===== src/rtl/xy_gfx_pkg.sv =====
// Shared helpers for the XY-sample to gfx-beat adapter.
// Width-generic colour expansion; callers pass their own channel widths.
package xy_gfx_pkg;

    localparam int unsigned MAX_CW = 32;

    // Output bit (cw-1-i) takes input bit (in_w-1-(i mod in_w)): truncates to MSBs
    // when the input is wide and replicates MSB-first when it is narrow.
    function automatic logic [MAX_CW-1:0] color_expand(
        input logic [MAX_CW-1:0] c,
        input int unsigned       in_w,
        input int unsigned       cw
    );
        logic [MAX_CW-1:0] r;
        r = '0;
        for (int unsigned i = 0; i < MAX_CW; i++) begin
            if (i < cw && in_w != 0) begin
                r[cw-1-i] = c[in_w-1-(i % in_w)];
            end
        end
        return r;
    endfunction

endpackage


===== src/rtl/xy_gfx_ring.sv =====
// DEPTH-entry ring buffer; a push into a full buffer with no pop evicts the oldest entry.
module xy_gfx_ring
    import xy_gfx_pkg::*;
#(
    parameter int unsigned W     = 8,
    parameter int unsigned DEPTH = 8
) (
    input  logic                       clk,
    input  logic                       rst,
    input  logic                       i_push,
    input  logic [W-1:0]               i_data,
    input  logic                       i_pop,
    output logic [W-1:0]               o_data,
    output logic                       o_empty,
    output logic [$clog2(DEPTH+1)-1:0] o_level,
    output logic                       o_evict
);
    localparam int unsigned AW = $clog2(DEPTH);
    localparam int unsigned PW = AW + 1;
    localparam int unsigned LW = $clog2(DEPTH + 1);

    logic [W-1:0]  r_mem [DEPTH];
    logic [PW-1:0] r_wr_ptr;
    logic [PW-1:0] r_rd_ptr;
    logic [PW-1:0] w_diff;
    logic          w_full;
    logic          w_pop;
    logic          w_rd_adv;

    always_comb begin
        w_diff   = r_wr_ptr - r_rd_ptr;
        w_full   = (w_diff == PW'(DEPTH));
        o_empty  = (w_diff == '0);
        w_pop    = i_pop && !o_empty;
        o_evict  = i_push && w_full && !w_pop;
        w_rd_adv = w_pop || o_evict;
        o_level  = LW'(w_diff);
        o_data   = r_mem[r_rd_ptr[AW-1:0]];
    end

    always_ff @(posedge clk or posedge rst) begin
        if (rst) begin
            r_wr_ptr <= '0;
            r_rd_ptr <= '0;
        end else begin
            if (i_push) r_wr_ptr <= r_wr_ptr + 1'b1;
            if (w_rd_adv) r_rd_ptr <= r_rd_ptr + 1'b1;
        end
    end

    // Storage needs no reset: pointer reset alone empties the buffer.
    always_ff @(posedge clk) begin
        if (i_push) r_mem[r_wr_ptr[AW-1:0]] <= i_data;
    end

endmodule


===== src/rtl/xy_gfx_fifo.sv =====
// XY beam samples -> gfx pixel beats: capture, blank/dedup filter, drop-oldest buffer,
// valid/ready output register, saturating drop/skip counters.
module xy_gfx_fifo
    import xy_gfx_pkg::*;
#(
    parameter int unsigned IN_WIDTH       = 10,
    parameter int unsigned H_WIDTH        = 12,
    parameter int unsigned V_WIDTH        = 12,
    parameter int unsigned PIXEL_WIDTH    = 12,
    parameter int unsigned COLOR_IN_WIDTH = 1,
    parameter int unsigned DEPTH          = 8,
    parameter int unsigned CNT_WIDTH      = 16
) (
    input  logic                       clk,
    input  logic                       rst,
    input  logic                       s_valid,
    output logic                       s_ready,
    input  logic [IN_WIDTH-1:0]        s_x,
    input  logic [IN_WIDTH-1:0]        s_y,
    input  logic [COLOR_IN_WIDTH-1:0]  s_red,
    input  logic [COLOR_IN_WIDTH-1:0]  s_grn,
    input  logic [COLOR_IN_WIDTH-1:0]  s_blu,
    input  logic                       cfg_dedup,
    input  logic                       cfg_skip_blank,
    output logic                       m_gfx_valid,
    output logic [H_WIDTH-1:0]         m_gfx_x,
    output logic [V_WIDTH-1:0]         m_gfx_y,
    output logic [PIXEL_WIDTH-1:0]     m_gfx_pixel,
    input  logic                       m_gfx_ready,
    output logic [CNT_WIDTH-1:0]       drop_cnt,
    output logic [CNT_WIDTH-1:0]       skip_cnt,
    output logic [$clog2(DEPTH+1)-1:0] fifo_level
);
    localparam int unsigned CW = PIXEL_WIDTH / 3;
    localparam int unsigned BW = H_WIDTH + V_WIDTH + PIXEL_WIDTH;

    typedef struct packed {
        logic [H_WIDTH-1:0]     x;
        logic [V_WIDTH-1:0]     y;
        logic [PIXEL_WIDTH-1:0] pixel;
    } gfx_beat_t;

    gfx_beat_t             w_beat_in;
    logic [MAX_CW-1:0]     w_r_exp, w_g_exp, w_b_exp;
    logic                  r_s0_valid;
    gfx_beat_t             r_s0_beat;
    gfx_beat_t             r_last;
    logic                  r_last_ok;
    logic                  w_skip_blank, w_dup, w_push, w_pop;
    logic [BW-1:0]         w_head;
    logic                  w_empty, w_evict;
    logic                  r_out_valid;
    gfx_beat_t             r_out_beat;
    logic [CNT_WIDTH-1:0]  r_drop_cnt, r_skip_cnt;

    always_comb begin
        w_r_exp = color_expand(MAX_CW'(s_red), COLOR_IN_WIDTH, CW);
        w_g_exp = color_expand(MAX_CW'(s_grn), COLOR_IN_WIDTH, CW);
        w_b_exp = color_expand(MAX_CW'(s_blu), COLOR_IN_WIDTH, CW);
        w_beat_in       = '0;
        w_beat_in.x     = H_WIDTH'(s_x);
        w_beat_in.y     = V_WIDTH'(s_y);
        w_beat_in.pixel = PIXEL_WIDTH'({w_r_exp[CW-1:0], w_g_exp[CW-1:0], w_b_exp[CW-1:0]});
    end

    always_ff @(posedge clk or posedge rst) begin
        if (rst) begin
            r_s0_valid <= 1'b0;
            r_s0_beat  <= '0;
        end else begin
            r_s0_valid <= s_valid;
            if (s_valid) r_s0_beat <= w_beat_in;
        end
    end

    always_comb begin
        w_skip_blank = r_s0_valid && cfg_skip_blank && (r_s0_beat.pixel == '0);
        w_dup        = r_s0_valid && !w_skip_blank && cfg_dedup && r_last_ok && (r_s0_beat == r_last);
        w_push       = r_s0_valid && !w_skip_blank && !w_dup;
        w_pop        = !w_empty && (!r_out_valid || m_gfx_ready);
    end

    always_ff @(posedge clk or posedge rst) begin
        if (rst) begin
            r_last    <= '0;
            r_last_ok <= 1'b0;
        end else if (w_skip_blank) begin
            r_last_ok <= 1'b0;
        end else if (w_push) begin
            r_last    <= r_s0_beat;
            r_last_ok <= 1'b1;
        end
    end

    xy_gfx_ring #(
        .W     (BW),
        .DEPTH (DEPTH)
    ) u_ring (
        .clk     (clk),
        .rst     (rst),
        .i_push  (w_push),
        .i_data  (r_s0_beat),
        .i_pop   (w_pop),
        .o_data  (w_head),
        .o_empty (w_empty),
        .o_level (fifo_level),
        .o_evict (w_evict)
    );

    always_ff @(posedge clk or posedge rst) begin
        if (rst) begin
            r_out_valid <= 1'b0;
            r_out_beat  <= '0;
        end else if (w_pop) begin
            r_out_valid <= 1'b1;
            r_out_beat  <= gfx_beat_t'(w_head);
        end else if (m_gfx_ready) begin
            r_out_valid <= 1'b0;
        end
    end

    always_ff @(posedge clk or posedge rst) begin
        if (rst) begin
            r_drop_cnt <= '0;
            r_skip_cnt <= '0;
        end else begin
            if (w_evict && r_drop_cnt != '1) r_drop_cnt <= r_drop_cnt + 1'b1;
            if ((w_skip_blank || w_dup) && r_skip_cnt != '1) r_skip_cnt <= r_skip_cnt + 1'b1;
        end
    end

    assign s_ready     = 1'b1;
    assign m_gfx_valid = r_out_valid;
    assign m_gfx_x     = r_out_beat.x;
    assign m_gfx_y     = r_out_beat.y;
    assign m_gfx_pixel = r_out_beat.pixel;
    assign drop_cnt    = r_drop_cnt;
    assign skip_cnt    = r_skip_cnt;

endmodule


===== config.mk =====
export PLATFORM = sky130hd
export DESIGN_NAME = xy_gfx_fifo
export DESIGN_NICKNAME = d
export VERILOG_FILES = /design/src/rtl/xy_gfx_pkg.sv /design/src/rtl/xy_gfx_ring.sv /design/src/rtl/xy_gfx_fifo.sv
export SDC_FILE = /design/constraint.sdc
export NUM_CORES = 1
export LEC_CHECK = 0
export ABC_AREA = 1
export CAP_MARGIN = 10
export CELL_PAD_IN_SITES_DETAIL_PLACEMENT = 0
export CELL_PAD_IN_SITES_GLOBAL_PLACEMENT = 1
export CORE_ASPECT_RATIO = 0.5
export CORE_UTILIZATION = 45
export DETAILED_ROUTE_END_ITERATION = 10
export HOLD_SLACK_MARGIN = 0.02
export PLACE_DENSITY = 0.77
export SYNTH_ARGS = -nofsm -noshare
export SYNTH_HDL_FRONTEND = slang
export SYNTH_SLANG_ARGS = --single-unit
export TNS_END_PERCENT = 10

===== constraint.sdc =====
create_clock -name clk -period 7.24 [get_ports clk]
set_input_delay 1.086 -clock clk [delete_from_list [all_inputs] [get_ports clk]]
set_output_delay 1.086 -clock clk [all_outputs]
set_load 0.005 [all_outputs]

# Word-level counts from Yosys, hierarchy flattened
# Memories as Yosys holds them, arrays and structs flattened. A register that Yosys moved wholly into a read port is not among the register bits.
# Cells that the tools add are included.
[op_classes] n_eq_ne=4 addsub=5 bitwise_logic=1 n_reduce_logical=26 n_mux=6
[ops] op="$add 16x1->16 const B" n=2
[ops] op="$eq 32x32->1" n=1
[ops] op="$ne 16x16->1 const B" n=2
[ops] op="$logic_and 1x1->1" n=13
[ops] op="$logic_not 12->1" n=1
[ops] op="$add 4x1->4 const B" n=2
[ops] op="$mux 1" n=6
[ops] op="$logic_not 1->1" n=5
[ops] op="$eq 4x4->1 const B" n=1
[ops] op="$logic_not 4->1" n=1
[ops] op="$reduce_bool 2->1" n=2
[ops] op="$sub 4x4->4" n=1
[ops] op="$logic_or 1x1->1" n=3
[ops] op="$reduce_and 2->1" n=1
[ops] op="$not 1->1" n=1
[totals] memories=1 ram_bits=256 regBits=125 out_inout_bits=74
[memory_table] memory="u_ring.r_mem" words=8 word_bits=32 read_ports=1 rd_clocked_by_memory_dff=1 wr=1 line_no="xy_gfx_ring.sv:22" text="logic [W-1:0] r_mem [DEPTH];"

# Logic depth before layout (Yosys ltp)
# Gate-level depths: netlist (run 1).
[logic_depth] depth_word=12 depth_mapped=17 mapped_depth_nobuf=14

# Modules after synthesis
# From an unflattened synthesis (run 1), not the netlist that was laid out.
[unflattened] cells_unflattened=1623 hier_area_um2=17256.6
[modules_own_cells] mod="xy_gfx_ring" cells_each=895 area_per_inst_um2=11666.2 n_inst=1
[modules_own_cells] mod="xy_gfx_fifo" cells_each=728 area_per_inst_um2=5590.4 n_inst=1

# Least setup slack after synthesis (run 1)
# Ideal clock, no wire load.
[synth_path] path_type="in2reg" startpoint="in cfg_dedup" endpoint="mem u_ring.r_mem[6][11] in the netlist's numbering (enable)" setup_slack_ns=3.511 stages=9 t_arrival_ns=3.297 path_buffers=0 required_ns=6.808 cell_sequence="nand2_1 -> nor2_1 -> nand2_1 -> nor2_1 -> nand3_1 -> nor2_1 -> nor2_2 -> nand2_1 -> nor3_1"
[synth_via] elab_chain_len=7
[synth_lines] item="start, declared" line_no="xy_gfx_fifo.sv:23" text="input logic cfg_dedup,"
[synth_lines] item="$logic_and 1x1->1 (3 in a row)" line_no="xy_gfx_fifo.sv:78" text="w_dup = r_s0_valid && !w_skip_blank && cfg_dedup && r_last_ok && (r_s0_beat == r_last);"
[synth_lines] item="$logic_not 1->1" line_no="xy_gfx_fifo.sv:79" text="w_push = r_s0_valid && !w_skip_blank && !w_dup;"
[synth_lines] item="$logic_and 1x1->1" line_no="xy_gfx_fifo.sv:79"
[synth_lines] item="$mux 1" line_no="xy_gfx_ring.sv:53" text="if (i_push) r_mem[r_wr_ptr[AW-1:0]] <= i_data;"
[synth_lines] item="$mux 1 (not written as such)" line_no="xy_gfx_ring.sv:53"
[synth_lines] item="end, declared" line_no="xy_gfx_ring.sv:22"
# Every way passes these cells.

# Final worst setup path (run 1)
[layout_path] startpoint="reg u_ring.r_rd_ptr[1]" endpoint="out fifo_level[3]"
[layout_via] elab_chain_len=1
[layout_lines] item="start, declared" line_no="xy_gfx_ring.sv:24" text="logic [PW-1:0] r_rd_ptr;"
[layout_lines] item="start signal, assigned" line_no="xy_gfx_ring.sv:47" text="if (w_rd_adv) r_rd_ptr <= r_rd_ptr + 1'b1;"
[layout_lines] item="$sub 4x4->4" line_no="xy_gfx_ring.sv:31" text="w_diff = r_wr_ptr - r_rd_ptr;"
[layout_lines] item="end, declared" line_no="xy_gfx_fifo.sv:32" text="output logic [$clog2(DEPTH+1)-1:0] fifo_level"
# Every way passes these cells.

==> impl_summary.txt, run 1 <==
----------------------------------------------------
[Run status]
  Result of the run ... finished, final reports clean

[Worst setup path]
  Required time of the critical path ... 6.15 ns
  CP dominant cell by count ... nand2_1
  Critical path data arrival time ... about 3.4 ns
  Startpoint of the lowest-slack register-to-register path ... u_ring.r_rd_ptr[1]
  Maximum fanout count along the critical path ... 49
  Category of the worst setup path capture point ... output pin
  Startpoint kind of the worst setup timing path ... flip-flop
  Delay-heaviest family, CP ... buffers and inverters
  Worst path slowest cell ... inv_2
  Worst Path Class, Setup ... flip-flop to output pin
  Largest stage delay, worst path ... 0.78 ns
  Buffer and inverter count on the worst path ... 4
  Launching instance or port of the critical path ... u_ring.r_rd_ptr[1]
  Cell Chain, Critical Path ... buf_4 -> inv_2 -> ha_1 -> nand2_1 -> nand2_1 -> nand2_1 -> nand2_1 -> nand2_1 -> nand2_2 -> inv_1 -> clkdlybuf4s50_1

[Cells and area]
  Area of combinational cells with multiple inputs ... just under 0.004 mm²
  Footprint of the flip-flops and latches ... around 0.0083 mm²
  Share of post-route cells with drive strength above 1 ... 0.0678
  Fill count ... roughly 2,500
  Synth-to-Final Area Change ... 15.9%
  Layout net count ... 1,345
  Antenna Cells ... 0

[Synth]
  Mean post-synth cell area ... 10.4 µm²
  Adder and majority gate portion of the synthesized area ... 0.00833
  Most common flop cell mapped by yosys ... edfxtp_1
  Top cell types by occurrence after synthesis ... nand2_1 (271), edfxtp_1 (184), o21ai_0 (147)
  Top cells by area, synth ... edfxtp_1 (43%), dfrtp_1 (22%), nand2_1 (7.9%)
  Yosys warnings ... 0
  Most frequently used cell type in the post-synthesis netlist ... nand2_1
  Sequential cell area fraction in the yosys report ... 0.645
  Share of synthesized registers carrying an async set or reset ... 0.378
  Fraction of the mapped netlist area in compound gates ... 0.108
  Synth top area share ... 0.428
  Count of flip-flops with a built-in enable after synthesis ... between 150 and 200
  Post-synth cell types ... 42
  Multiplexer fraction of the synthesized cell area ... 0
  Synthesized-area fraction occupied by and/or/nand/nor cells ... 0.161
  Post-Synthesis Cell Area ... between 0.01 and 0.015 mm²
  Number of register bits inferred by synthesis ... 296
  Share of the synthesized netlist area taken by xor and xnor gates ... 0.0210
  Cell taking the most area after synthesis ... edfxtp_1
  Synthesized instance count ... about 1,200
  Main combinational cell family by area after synthesis ... simple AND/OR/NAND/NOR gates

[Clock tree]
  Clk pin slew, worst setup/hold paths ... roughly 0.06 ns
  Maximum root-to-sink buffer count ... 3
  Sinks on the clock net ... around 300
  Cells resized by post-CTS repair ... 0
  Clock tree from TritonCTS ... done
  Post-CTS setup buffer count ... 0
  Number of buffers created by CTS ... 27
  Clock insertion delay at the later pin of the skew report ... 0.57 ns
  CTS H-Tree Depth ... 1
  Number of buffers inserted for hold repair after clock tree synthesis ... 0
  CTS root buffer ... clkbuf_16

[STA]
  Highest Clock Rate ... around 220 MHz
  Unrepaired setup endpoints after global routing ... no
  Worst Max-Slew Pin Slew ... 0.989 ns
  Worst Skew ... around 0.025 ns
  Final setup violation count ... 0
  Count of final max-slew check failures ... 0
  Time the worst path needs with I/O delays and setup ... 4.50 ns
  Sum of negative setup slack ... 0 ns
  Fin crit share ... 0.621
  Rel. slew slack ... 0.341
  Hold_ws ... around 0.47 ns
  Number of hold violations in the final report ... 0

[Route]
  Average via count per standard cell ... around 5.3
  Wire length per cell after detailed routing ... ~18 µm
  Via count ... ~9,100
  DR iter-0 viols ... 738
  Routed WL ... 30.3 mm
  Number of nets with antenna violations after routing ... 0
  Drt first pass iters ... 5
  Remaining design rule violation count ... 0

[Floorplanning]
  Placeable Area ... around 0.028 mm²
  Die Y-Extent ... 122 µm
  Row count ... 43
  DIE AREA ... a little under 0.03 mm²
  Initial core utilization ... 0.462
  Boundary pin count ... ~100
  Die W ... 242 µm

[Placed design]
  HPWL after detailed placement ... approximately 18 mm
  Global placer's final weighted congestion ... 0.851
  Number of input and output port buffers inserted ... 97

[Power and ir drop]
  Largest voltage drop on the vdd net ... between 200 and 250 µV
  Leakage ... about 6.0 nW
  Areal power density over the cells ... between 300 and 400 mW/mm²

[Global route]
  Wire length of the first global-routing pass ... ~48 mm
  Largest net degree at the start of global routing ... between 70 and 80
  Number of antenna violations at the first check in global routing ... 0
  Total global-route track usage ... 0.209
  Global route total overflow ... 0
  Via count of the first global-routing pass ... between 8,000 and 9,000

[Flow run]
  Number of maximum-capacitance constraint violations ... 0

[Worst hold path]
  Hold Crit Start ... m_gfx_x[0]
  Min-delay worst type ... flip-flop to flip-flop

----------------------------------------------------
[area by class of cell]
class                      count  area share
clock buffer                  34      0.0469
clock inverter                15     0.00794
inverter                      92      0.0234
multi-input combinational    782       0.262
sequential                   296       0.557
tap                          382      0.0319
timing repair buffer         109      0.0709
[where the power goes]
| part | total, W | internal, W | switching [W] |
|---|---|---|---|
| clock | 0.00136 | 0.000728 | 0.000635 |
| sequential | 0.00227 | 0.00208 | 0.000192 |
| combinational | 0.00176 | 0.000702 | 0.00106 |
[registers in the layout (all words and copies together), names as in the netlist]
name / cells
skip_cnt: 16
m_gfx_x: 10
r_last_ok: 1
m_gfx_y: 10
u_ring.r_mem: 184
u_ring.r_rd_ptr: 4
drop_cnt: 16
m_gfx_valid: 1
u_ring.r_wr_ptr: 4
r_s0_valid: 1
r_last: 23
r_s0_beat: 23
m_gfx_pixel: 3
[per-layer routing]
layer | track usage | vias to the layer above | wire (µm)
met4 | 0.0561 | 0 | 658
met1 | 0.297 | 4416 | 14200
met3 | 0.0313 | 54 | 1920
met5 | 0 | - | 0
met2 | 0.339 | 265 | 13500
li1 | - | 4324 | -
[layout by cell type, fill, tap and decap left out, types with 2 or more instances in the layout]
cell             Yosys  routed
nand2_1            271     270
edfxtp_1           184     184
o21ai_0            147     147
nor2_1             136     132
dfrtp_1            112     110
clkdlybuf4s50_1      0      97
inv_1               86      84
o22ai_1             46      46
nand3_1             32      32
clkbuf_16            0      27
a21oi_1             25      25
a21o_1              23      23
xor2_1              20      20
nand4_1             15      15
buf_4               16      12
xnor2_1             11      11
ha_1                 7       7
clkbuf_1            29       7
inv_2                5       6
nor3_2               2       6
nor3_1              10       6
nor4_1               5       5
nor2_4               1       5
conb_1               2       5
o21ai_2              4       4
clkinv_1             0       4
clkinv_2             0       4
nand2_2              2       3
nand3_2              3       3
o21ai_1              3       3
nor2_2               2       2
inv_4                1       2
and3_1               2       2
clkinvlp_2           0       2
clkinvlp_4           0       2
dfrtp_2              0       2
[stage by stage]
step	util	std cells	area [µm²]	setup WS, ns	total power, W
3_3_place_gp	0.507	1661	14100	3.36	0.00403
4_1_cts	0.536	1710	15000	2.75	0.00543
6_report	0.536	1710	15000	2.74	0.00539
3_5_place_dp	0.507	1661	14100	3.27	0.00407
5_1_grt	0.536	1710	15000	2.61	0.00571
2_1_floorplan	-	1239	12900	3.19	0.00343
[final timing paths]
check / slack (ns) / endpoint / cells past startpoint
worst max-delay path: 2.74 / fifo_level[3] / 11
worst min-delay path: 0.47 / m_gfx_x[0] / 1
worst max register to register: 3.22 / u_ring.r_rd_ptr[1] / 11
worst min register to register: 0.47 / m_gfx_x[0] / 1
max in group asynchronous: 4.93 / r_s0_beat[17] / 3
min in group asynchronous: 0.96 / skip_cnt[15] / 2
[worst register-to-register path: stages (launching register included)]
cell,delay [ns]
dfrtp_2,0.34
buf_4,0.44
inv_2,0.57
fa_1,0.66
xor2_1,0.19
nor3_2,0.16
nand2_1,0.09
nand2_2,0.56
buf_4,0.47
nand2_1,0.22
nand2_1,0.09
o21ai_0,0.07
[logic make-up after synthesis]
group / count (synthesis)
compound gates: 249
fa+ha+maj: 8
xor+xnor: 31
other cells: 2
flops: 296
simple gates: 489
buf+inv: 161
Power figures use the tool's default switching activity.
==> inputs of run 2 (changes only) <==
Settings changed: CORE_UTILIZATION 45 to 42, PLACE_DENSITY 0.77 to 0.75.
Clock period 7.24 ns to 3.9 ns, I/O delays scaled along.
==> impl_summary.txt, run 2 (synthesized netlist as in run 1, its figures left out) <==
----------------------------------------------------
[Run status]
  Result of the run ... finished, final reports clean

[Placed design]
  Worst setup slack after placement ... a little under 0.8 ns
  Total instance count after detailed placement ... 1,676
  Global placer's final weighted congestion ... just over 0.8
  Number of input and output port buffers inserted ... between 90 and 100
  HPWL after detailed placement ... 18.8 mm

[Power and ir drop]
  Share of total power in the clock network ... 0.268
  Sw Share ... 0.340
  Largest voltage drop on the vdd net ... roughly 470 µV
  Areal power density over the cells ... 679 mW/mm²
  Leakage ... 6.12 nW
  Switching power ... approximately 0.0035 W
  Flop pwr share ... 0.406
  Internal Power ... 0.00678 W
  Combinational power share ... 0.325

[Cells and area]
  Layout net count ... approximately 1,400
  Share of post-route cells with drive strength above 1 ... 0.0748
  Flip-flop count of the largest register, all copies and words added ... around 180
  Synth-to-Final Area Change ... 17.3%
  Final core occ ... 0.511
  Fill count ... 2,651
  Most common cell after layout, fill and taps aside ... nand2_1
  Most used cells in the layout excluding fill and tap cells ... nand2_1 (270), edfxtp_1 (184), o21ai_0 (147)
  Number of non-filler instances in the completed layout ... 1,728
  Antenna Cells ... 0

[STA]
  Rel. slew slack ... 0.380
  Count of final max-slew check failures ... 0
  Worst Max-Slew Pin Slew ... between 0.9 and 1 ns
  Fin crit share ... 0.839
  Sum of negative setup slack ... 0 ns
  Worst path setup slack after routing ... ~0.63 ns
  Time the worst path needs with I/O delays and setup ... about 3.3 ns
  Number of hold violations in the final report ... 0
  Worst Skew ... approximately 0.014 ns
  Final setup violation count ... 0
  Highest Clock Rate ... 306 MHz
  Unrepaired setup endpoints after global routing ... no

[Worst setup path]
  Maximum fanout count along the critical path ... 25
  Worst Path Class, Setup ... flip-flop to output pin
  Worst Reg2Reg Path Length in Cells ... 11
  Required time of the critical path ... between 3 and 4 ns
  Startpoint of the lowest-slack register-to-register path ... r_s0_beat[28]
  Critical path data arrival time ... 2.69 ns
  Category of the worst setup path capture point ... output pin
  Startpoint kind of the worst setup timing path ... flip-flop
  Worst reg2reg setup slack ... 1.00 ns
  Capture instance of the worst register-to-register path ... u_ring.r_mem[6][29]

[Floorplanning]
  Placeable Area ... 0.0296 mm²
  Initial core utilization ... 0.436
  DIE AREA ... about 0.031 mm²
  Die W ... approximately 250 µm
  Row count ... 44
  Boundary pin count ... a little over 100
  Die Y-Extent ... 126 µm

[Clock tree]
  Clock insertion delay at the later pin of the skew report ... roughly 0.56 ns
  Post-CTS setup buffer count ... 0
  Clock tree from TritonCTS ... done
  CTS root buffer ... clkbuf_16
  Clk pin slew, worst setup/hold paths ... roughly 0.07 ns
  Number of buffers inserted for hold repair after clock tree synthesis ... 0
  Cells resized by post-CTS repair ... 0
  Sinks on the clock net ... 296
  Number of buffers created by CTS ... 28
  CTS H-Tree Depth ... 1
  Maximum root-to-sink buffer count ... 3

[Global route]
  Global route total overflow ... 0
  Wire length of the first global-routing pass ... between 40 and 50 mm
  Total global-route track usage ... 0.196
  Number of antenna violations at the first check in global routing ... 0
  Via count of the first global-routing pass ... 9,115
  Largest net degree at the start of global routing ... 96

[Route]
  Remaining design rule violation count ... 0
  Via count ... around 9,000
  DR iter-0 viols ... between 600 and 700
  Number of nets with antenna violations after routing ... 0
  Drt first pass iters ... 6
  Average via count per standard cell ... approximately 5.2
  Routed WL ... around 30 mm
  Wire length per cell after detailed routing ... ~18 µm

[Worst hold path]
  Hold Crit Start ... m_gfx_y[6]
  Min-delay worst type ... flip-flop to flip-flop
  End of the worst hold path ... m_gfx_y[6]
  Worst hold path stage count ... 1

[Flow run]
  Number of maximum-capacitance constraint violations ... 0

----------------------------------------------------
## run 2: changes by cell type in the layout (fill, tap and decap cells not counted), sizes merged
cell,change
buf,+6
clkbuf,+6
clkinvlp,-4
bufinv,+1
clkinv,+1
inv,-1
## run 2: power groups by stage
stage	clock network (W)	logic (W)	registers, W
final	0.00276	0.00334	0.00418
after global routing	0.00296	0.00373	0.00424
after CTS	0.00282	0.00339	0.00418
after global placement	0	0.00329	0.00422
after floorplan	0	0.00220	0.00417
after detailed placement	0	0.00337	0.00424
## run 2: layout make-up
class | count | area [µm²] | area share
timing repair buffer | 115 | 1130 | 0.0747
clock inverter | 12 | 136 | 0.00900
tap | 391 | 489 | 0.0323
inverter | 92 | 350 | 0.0231
clock buffer | 40 | 806 | 0.0532
multi-input combinational | 782 | 3910 | 0.258
sequential | 296 | 8330 | 0.550
## run 2: how the worst max path moves through the flow
stage,to,startpoint
3_3_place_gp,u_ring.r_mem[6][29],cfg_skip_blank
5_1_grt,fifo_level[3],u_ring.r_rd_ptr[2]
3_5_place_dp,u_ring.r_mem[6][12],cfg_skip_blank
6_report,fifo_level[3],u_ring.r_rd_ptr[2]
2_1_floorplan,drop_cnt[0],rst
4_1_cts,fifo_level[3],u_ring.r_rd_ptr[2]
## run 2: worst max-delay path, stage by stage, from the launching register on
cell and delay [ns]:
dfrtp_1 0.39, inv_2 0.45, ha_1 0.36, nand2_1 0.10
nand2_1 0.06, nand2_1 0.08, nand2_2 0.11, inv_1 0.07
clkdlybuf4s50_1 0.49
## run 2: per-stage QoR
step	area (µm²)	hold slack [ns]	power [W]
5_1_grt	15100	0.505	0.0109
2_1_floorplan	12900	0.448	0.00637
3_5_place_dp	14200	0.467	0.00761
3_3_place_gp	14200	0.458	0.00751
4_1_cts	15100	0.481	0.0104
6_report	15100	0.476	0.0103
## run 2: metal layers
| metal | wire, µm | global-route usage | up-vias |
|---|---|---|---|
| li1 | - | - | 4348 |
| met1 | 13700 | 0.271 | 4402 |
| met3 | 2190 | 0.0405 | 44 |
| met2 | 13800 | 0.319 | 233 |
| met5 | 0 | 0 | - |
| met4 | 580 | 0.0447 | 0 |
==> inputs of run 3 (changes only) <==
Clock period 3.9 ns to 2.9 ns, I/O delays scaled along.
==> impl_summary.txt, run 3 (synthesized netlist as in run 1, its figures left out) <==
----------------------------------------------------
[Run status]
  Result of the run ... finished, final reports clean

[STA]
  Hold_ws ... 0.283 ns
  Unrepaired setup endpoints after global routing ... no
  Final setup violation count ... 0
  Worst Skew ... ~0.013 ns
  Number of hold violations in the final report ... 0
  Highest Clock Rate ... around 360 MHz
  Time the worst path needs with I/O delays and setup ... roughly 2.8 ns
  Worst Max-Slew Pin Slew ... 1.04 ns
  Fin crit share ... 0.962
  Worst path setup slack after routing ... approximately 0.11 ns
  Count of final max-slew check failures ... 0
  Rel. slew slack ... 0.310

[Floorplanning]
  Initial core utilization ... 0.436
  Die W ... 250 µm
  Row count ... 44
  DIE AREA ... between 0.03 and 0.04 mm²
  Boundary pin count ... 103
  Placeable Area ... around 0.030 mm²
  Die Y-Extent ... about 130 µm

[Worst setup path]
  Cell Chain, Critical Path ... inv_2 -> ha_1 -> inv_1 -> fa_1 -> clkdlybuf4s50_1
  Startpoint kind of the worst setup timing path ... flip-flop
  Worst path slowest cell ... fa_1
  Critical path data arrival time ... roughly 2.4 ns
  Category of the worst setup path capture point ... output pin
  Delay-heaviest family, CP ... buffers and inverters
  Worst Path Class, Setup ... flip-flop to output pin
  Required time of the critical path ... 2.47 ns
  Buffer and inverter count on the worst path ... 3
  Maximum fanout count along the critical path ... 4
  Largest stage delay, worst path ... between 0.5 and 0.6 ns

[Global route]
  Number of antenna violations at the first check in global routing ... 0
  Wire length of the first global-routing pass ... 49.7 mm
  Largest net degree at the start of global routing ... between 90 and 100
  Total global-route track usage ... 0.202
  Global route total overflow ... 0
  Via count of the first global-routing pass ... between 9,000 and 10,000

[Route]
  Routed WL ... about 31 mm
  DR iter-0 viols ... between 700 and 800
  Wire length per cell after detailed routing ... between 15 and 20 µm
  Drt first pass iters ... 5
  Average via count per standard cell ... 5.27
  Number of nets with antenna violations after routing ... 0
  Via count ... between 9,000 and 10,000
  Remaining design rule violation count ... 0

[Worst hold path]
  Min-delay worst type ... input port to asynchronous set/reset pin

[Clock tree]
  Sinks on the clock net ... approximately 300
  CTS root buffer ... clkbuf_16
  CTS H-Tree Depth ... 1
  Maximum root-to-sink buffer count ... 3
  Number of buffers created by CTS ... 27
  Clk pin slew, worst setup/hold paths ... 0.07 ns
  Clock insertion delay at the later pin of the skew report ... ~0.56 ns
  Clock tree from TritonCTS ... done

[Power and ir drop]
  Share of total power in the clock network ... 0.261
  Leakage ... roughly 6 nW
  Switching power ... 0.00481 W
  Areal power density over the cells ... slightly above 900 mW/mm²
  Largest voltage drop on the vdd net ... 618 µV
  Flop pwr share ... 0.402
  Internal Power ... just over 0.009 W
  Sw Share ... 0.345
  Combinational power share ... 0.337

[Placed design]
  Number of input and output port buffers inserted ... 97
  Total instance count after detailed placement ... 1,684
  Global placer's final weighted congestion ... about 0.83
  HPWL after detailed placement ... 19.1 mm
  Placed instance area ... 0.0143 mm²
  Worst setup slack after placement ... ~0.30 ns

[Cells and area]
  Flip-flop count of the largest register, all copies and words added ... approximately 180
  Share of post-route cells with drive strength above 1 ... 0.0810
  Post-route standard cell area excluding fillers ... roughly 0.015 mm²
  Synth-to-Final Area Change ... 18.1%
  Most common cell after layout, fill and taps aside ... nand2_1
  Antenna Cells ... 0
  Number of non-filler instances in the completed layout ... ~1,700
  Layout net count ... 1,362
  Most used cells in the layout excluding fill and tap cells ... nand2_1 (270), edfxtp_1 (184), o21ai_0 (147)

[Flow run]
  Number of maximum-capacitance constraint violations ... 0

----------------------------------------------------
-- run 3: changes by cell type in the layout (fill, tap and decap cells not counted), sizes merged --
cell	previous run	this run
buf	18	29
dlygate4sd2	0	1
clkinvlp	0	5
bufinv	2	3
clkinv	10	5
clkdlybuf4s50	97	96
clkbuf	40	37
-- run 3: worst paths after layout --
path | start | to | slack [ns] | depth (start not counted)
setup / recovery | u_ring.r_wr_ptr[0] | fifo_level[1] | 0.11 | 5
hold / removal | rst | skip_cnt[2] | 0.28 | 2
setup reg to reg | u_ring.r_wr_ptr[0] | drop_cnt[15] | 0.28 | 13
hold reg to reg | m_gfx_x[4] | m_gfx_x[4] | 0.48 | 1
max in group asynchronous | rst | u_ring.r_rd_ptr[0] | 1.85 | 3
min in group clk | s_red | r_s0_beat[8] | 0.43 | 3
-- run 3: final cells by class --
class | count | area, µm²
Fill cell | 2614 | 14400
Sequential cell | 296 | 8330
Multi-Input combinational cell | 782 | 3910
Timing Repair Buffer | 126 | 1270
Clock buffer | 37 | 733
Tap cell | 391 | 489
Inverter | 92 | 352
Clock inverter | 13 | 164
-- run 3: power groups by stage --
stage	sequential [W]	combinational, W	clock, W
2_1_floorplan	0.00561	0.00296	0
3_3_place_gp	0.00567	0.00460	0
3_5_place_dp	0.00570	0.00469	0
4_1_cts	0.00561	0.00473	0.00372
5_1_grt	0.00569	0.00520	0.00389
6_report	0.00561	0.00469	0.00364
-- run 3: repair_timing --
item / 4_1_cts / 5_1_grt
hold buffers: 0 / 0
setup buffers: 1 / 2
setup endpoints to repair: 2 / 2
gates resized for setup: 2 / 0
pin swaps: 1 / 0
-- run 3: per-stage QoR --
step	TNS, ns	util	total power (W)
floorplan	-32.67	-	0.00856
global placement	0	0.484	0.0103
detailed placement	0	0.484	0.0104
CTS	0	0.514	0.0141
global route	0	0.515	0.0148
finish	0	0.515	0.0140
-- run 3: routing by layer --
layer | vias to the layer above | wire [µm] | GRT usage
li1 | 4362 | - | -
met1 | 4505 | 14500 | 0.283
met2 | 249 | 14700 | 0.338
met3 | 33 | 1890 | 0.0318
met4 | 0 | 397 | 0.0364
met5 | - | 0 | 0
